**config.mk**
```make
export PLATFORM = sky130hd
export DESIGN_NAME = insn_prefetch
export DESIGN_NICKNAME = d
export VERILOG_FILES = /design/src/rtl/cpu_pkg.sv /design/src/rtl/sync_fifo.sv /design/src/rtl/insn_prefetch.sv
export SDC_FILE = /design/constraint.sdc
export NUM_CORES = 1
export LEC_CHECK = 0
export ABC_CLOCK_PERIOD_IN_PS = 2900
export BUFFER_PORTS_ARGS = -buffer_cell sky130_fd_sc_hd__buf_4
export CAP_MARGIN = 20
export CORE_ASPECT_RATIO = 1.2
export CORE_MARGIN = 2
export CORE_UTILIZATION = 35
export CTS_CLUSTER_SIZE = 40
export DETAILED_ROUTE_END_ITERATION = 10
export HOLD_SLACK_MARGIN = 0.15
export PLACE_DENSITY_LB_ADDON = 0.05
export SETUP_SLACK_MARGIN = 0.2
export SYNTH_ARGS = -nofsm -noshare
export SYNTH_HDL_FRONTEND = slang
export SYNTH_SLANG_ARGS = --single-unit
```
**constraint.sdc**
```tcl
create_clock -name clk -period 2.9 [get_ports clk]
set_clock_uncertainty 0.2 [all_clocks]
set_input_delay 0.145 -clock clk [delete_from_list [all_inputs] [get_ports clk]]
set_output_delay 0.145 -clock clk [all_outputs]
set_load 0.01 [all_outputs]
```
**src/rtl/cpu_pkg.sv**
```systemverilog
// rtl/cpu_pkg.sv - shared cpu opcodes, widths and fetch queue entry type
package cpu_pkg;

  localparam int ADDR_W = 8;
  localparam int DATA_W = 8;

  typedef enum logic [3:0] {
    OP_ADD  = 4'h1,
    OP_ADDM = 4'h2,
    OP_ADDI = 4'h3,
    OP_SUB  = 4'h4,
    OP_LW   = 4'h6,
    OP_SW   = 4'h7,
    OP_BEQ  = 4'h8,
    OP_HALT = 4'hF
  } opcode_t;

  typedef struct packed {
    logic [DATA_W-1:0] data;
    logic [ADDR_W-1:0] pc;
  } fetch_entry_t;

endpackage

```
**src/rtl/sync_fifo.sv**
```systemverilog
// rtl/sync_fifo.sv - synchronous fifo with flush; head is visible without a pop
module sync_fifo #(
  parameter int  DEPTH = 4,
  parameter type T     = logic [7:0]
) (
  input  logic                     clk,
  input  logic                     reset,
  input  logic                     flush,
  input  logic                     push,
  input  T                         push_data,
  input  logic                     pop,
  output T                         head,
  output logic [$clog2(DEPTH):0]   count,
  output logic                     empty,
  output logic                     full
);

  localparam int PW = $clog2(DEPTH);
  localparam int CW = PW + 1;

  T              mem [DEPTH];
  logic [PW-1:0] wr_ptr;
  logic [PW-1:0] rd_ptr;

  assign head  = mem[rd_ptr];
  assign empty = (count == '0);
  assign full  = (count == CW'(DEPTH));

  always_ff @(posedge clk) begin
    if (push && !flush && !reset)
      mem[wr_ptr] <= push_data;
  end

  // Pointers wrap naturally because DEPTH is a power of two.
  always_ff @(posedge clk) begin
    if (reset || flush) begin
      wr_ptr <= '0;
      rd_ptr <= '0;
      count  <= '0;
    end else begin
      if (push) wr_ptr <= wr_ptr + PW'(1);
      if (pop)  rd_ptr <= rd_ptr + PW'(1);
      case ({push, pop})
        2'b10:   count <= count + CW'(1);
        2'b01:   count <= count - CW'(1);
        default: count <= count;
      endcase
    end
  end

endmodule

```
**src/rtl/insn_prefetch.sv**
```systemverilog
// rtl/insn_prefetch.sv - instruction prefetch queue between byte memory and execute
// Credit-limited issue, one-cycle memory return, redirect flush and halt stop.
module insn_prefetch
  import cpu_pkg::*;
#(
  parameter int DEPTH = 4
) (
  input  logic              clk,
  input  logic              reset,
  output logic              mem_rd_en,
  output logic [ADDR_W-1:0] mem_addr,
  input  logic [DATA_W-1:0] mem_rdata,
  output logic              ir_valid,
  input  logic              ir_ready,
  output logic [DATA_W-1:0] ir_data,
  output logic [ADDR_W-1:0] ir_pc,
  input  logic              redirect_valid,
  input  logic [ADDR_W-1:0] redirect_pc,
  output logic              fetch_stalled
);

  localparam int CW = $clog2(DEPTH) + 1;

  logic [ADDR_W-1:0] fetch_pc;
  logic [ADDR_W-1:0] issue_pc;
  logic              inflight;
  logic              squash;
  logic              halt_seen;
  logic              credit_ok;
  logic              push;
  logic              pop;
  logic              fifo_empty;
  logic              fifo_full;
  logic [CW-1:0]     fifo_count;
  fetch_entry_t      push_entry;
  fetch_entry_t      head;

  // A read in flight already owns a slot, so it counts against the credit.
  assign credit_ok = (int'(fifo_count) + int'(inflight)) < DEPTH;
  assign mem_rd_en = !reset && !redirect_valid && !halt_seen && credit_ok;
  assign mem_addr  = fetch_pc;

  assign push       = inflight && !squash && !redirect_valid && !reset;
  assign push_entry = '{data: mem_rdata, pc: issue_pc};
  assign ir_valid   = !fifo_empty;
  assign pop        = ir_valid && ir_ready && !redirect_valid;
  assign ir_data    = ir_valid ? head.data : '0;
  assign ir_pc      = ir_valid ? head.pc : '0;
  assign fetch_stalled = halt_seen;

  sync_fifo #(
    .DEPTH (DEPTH),
    .T     (fetch_entry_t)
  ) u_fifo (
    .clk       (clk),
    .reset     (reset),
    .flush     (redirect_valid),
    .push      (push),
    .push_data (push_entry),
    .pop       (pop),
    .head      (head),
    .count     (fifo_count),
    .empty     (fifo_empty),
    .full      (fifo_full)
  );

  always_ff @(posedge clk) begin
    if (reset) begin
      fetch_pc  <= '0;
      issue_pc  <= '0;
      inflight  <= 1'b0;
      squash    <= 1'b0;
      halt_seen <= 1'b0;
    end else begin
      inflight <= mem_rd_en;
      squash   <= redirect_valid;
      if (redirect_valid) begin
        fetch_pc  <= redirect_pc;
        halt_seen <= 1'b0;
      end else begin
        if (mem_rd_en) begin
          fetch_pc <= fetch_pc + ADDR_W'(1);
          issue_pc <= fetch_pc;
        end
        if (push && opcode_t'(mem_rdata[7:4]) == OP_HALT)
          halt_seen <= 1'b1;
      end
    end
  end

  always_ff @(posedge clk) begin
    if (!reset)
      assert (!(push && fifo_full));
  end

endmodule

```
==> flow_summary.json <==
{
  "routedWlPerCell_um": 15.0,
  "status": "complete, no violations",
  "cap_violations": 0,
  "stdcell_area_sq_um": 4880,
  "final_util_pct": 46.9,
  "async_flop_share_pct": 0,
  "power_density_nw_per_um2": 566,
  "syn_to_final_growth_pct": 32.0,
  "syn_avg_cell_area_sq_um": 14.5,
  "drc": 0,
  "n_antenna_cell": 0,
  "syn_nets": 282,
  "dpl.cell_count": 427,
  "drive_above_1_share_pct": 25.3,
  "startpoint_type": "input port",
  "die-width_um": 97.8,
  "path_class": "input port to register",
  "clock_latency_ns": 0.33,
  "fin_setup_tns_ns": 0,
  "gp_congestion": 0.790,
  "vdd_drop_max_v": 0.000272,
  "hold_depth": 2,
  "dr.pass1.iters": 4,
  "tightest_slew_ns": 0.403,
  "start_util_pct": 35.5,
  "place_area_sq_um": 4220,
  "post-cts-setup-buffers": 0,
  "p_leak_nw": 1.70,
  "worst_slack_ns": 0.290,
  "reg2reg_depth": 5,
  "max_slew_margin_pct": 73.1,
  "dp_hpwl_um": 4460,
  "yosys_warnings": 0,
  "grt_overflow_total": 0,
  "ioPinCount": 47,
  "synth_seq_area_share_pct": 67.2,
  "track_usage_pct": 13.3,
  "min_period_over_period_pct": 90.0,
  "synthFlopType": "edfxtp_1",
  "synth.distinct_cells": 38,
  "cts_buffer_depth": 2,
  "vias": 2260,
  "numClockSinks": 92,
  "antenna_found_initial": 0,
  "root_buffer": "clkbuf_16",
  "p_total_mw": 2.76,
  "holdWs_ns": 0.302,
  "crit_required_ns": 2.97,
  "grt_pass1_wl_um": 11600,
  "num_rows": 41,
  "dieArea_sq_um": 11400,
  "crit_fanout": 19,
  "setup_viol": 0,
  "first_global_vias": 2293,
  "drv_slew": 0,
  "final_common_cell": "edfxtp_1",
  "synth_area_sq_um": 3700,
  "end_kind": "register",
  "period_needed_ns": 2.61,
  "vias_per_cell": 4.74,
  "hold_path_class": "register to register",
  "cts_buffers": 9,
  "ys_ff_latch": 92,
  "grt_max_degree": 23,
  "drt_iter0_markers": 74,
  "syn_inst": 255,
  "cts_tree": "built",
  "dieHeight_um": 117,
  "final_cell_mix": "edfxtp_1 (64), buf_4 (54), dlygate4sd3_1 (34)",
  "arrival_ns": 2.68,
  "core_area_sq_um": 10400,
  "routed_wl_um": 7130,
  "ant_nets": 0,
  "rsz0062_at_grt": "true",
  "stdcell_count": 477,
  "nets": 370,
  "clkTransAtPathRegs_ns": 0.06,
  "cts_htree_levels": 3,
  "timing.final.hold_violations": 0,
  "portBuffers": 46,
  "synth_edf_count": 64,
  "clock.fmax_mhz": 383,
  "preCtsSetupSlack_ns": 0.553
}
worst max-delay path: stages:
cell and delay [ns]:
dlygate4sd3_1 0.53, buf_4 0.20, nor4_4 0.35, nand2_4 0.20
or4_1 0.54, a31oi_1 0.17, dlygate4sd3_1 0.55
layout make-up:
cell class / instances / area [sq um]
clock buffers: 15 / 279
multi-input cells: 141 / 1140
flip-flops and latches: 92 / 2480
fillers: 958 / 5530
clock inverters: 1 / 30.0
inverters: 11 / 41.3
repair buffers: 88 / 746
well taps: 129 / 161
power breakdown:
part,internal (mW),total [mW],switching (mW),leakage [nW]
clock network,0.745,1.19,0.444,0.149
logic,0.0811,0.143,0.0618,0.743
registers,1.41,1.43,0.0169,0.811
repair_timing:
action | in CTS | in global routing
hold buffers | 34 | 0
endpoints found under the setup margin | 0 | 3
resized for setup | 0 | 2
endpoints found under the hold margin | 52 | 0
synthesized netlist by cell type (2+ instances only):
| cell type | instances | area (sq um) |
|---|---|---|
| and2_1 | 4 | 25.0 |
| nor2b_1 | 19 | 119 |
| o311ai_0 | 2 | 17.5 |
| or3_1 | 2 | 12.5 |
| a22oi_1 | 2 | 15.0 |
| a21oi_1 | 19 | 95.1 |
| edfxtp_1 | 64 | 1920 |
| clkbuf_1 | 8 | 30.0 |
| ha_1 | 6 | 75.1 |
| mux4_2 | 16 | 360 |
| buf_2 | 3 | 15.0 |
| inv_1 | 10 | 37.5 |
| nand3_1 | 4 | 20.0 |
| a31oi_1 | 2 | 12.5 |
| dfxtp_1 | 28 | 561 |
| o21ai_0 | 4 | 20.0 |
| nand2b_1 | 2 | 12.5 |
| nor2_1 | 12 | 45.0 |
| xor2_1 | 2 | 17.5 |
| or4_1 | 2 | 15.0 |
| nand2_1 | 25 | 93.8 |
| xnor2_1 | 3 | 26.3 |
flip-flops by register name, summed over array words and instances (netlist names), named ones only:
name and flops:
issue_pc 8, fetch_stalled 1, u_fifo.rd_ptr 2, u_fifo.mem 64, inflight 1, u_fifo.wr_ptr 2, mem_addr 8, squash 1
u_fifo.count 3
layer usage:
| metal | track usage (%) | vias to the layer above | wire length [um] |
|---|---|---|---|
| li1 | - | 1114 | - |
| met1 | 16.8 | 1096 | 3230 |
| met2 | 22.6 | 44 | 3560 |
| met3 | 2.63 | 6 | 257 |
| met4 | 5.83 | 0 | 89 |
| met5 | 0 | - | 0 |
cells by family after synthesis:
logic type | share of synthesized area (%)
flip-flops | 67.2
AND/OR/NAND/NOR | 11.2
AO/OA/AOI/OAI | 5.48
buffers and inverters | 2.34
multiplexers | 10.0
adder cells (fa/ha/maj) | 2.57
XOR/XNOR | 1.19
final timing paths:
check                                                start                        to  slack, ns
worst max-delay path                        redirect_valid  mem_addr[6]$_SDFFE_PP0P_       0.29
worst min-delay path              issue_pc[5]$_SDFFE_PP0P_  issue_pc[5]$_SDFFE_PP0P_       0.30
worst max register to register  fetch_stalled$_SDFFE_PP0P_  mem_addr[6]$_SDFFE_PP0P_       0.46
worst min register to register    issue_pc[5]$_SDFFE_PP0P_  issue_pc[5]$_SDFFE_PP0P_       0.30
No activity file was read; power rests on OpenSTA's default activity.
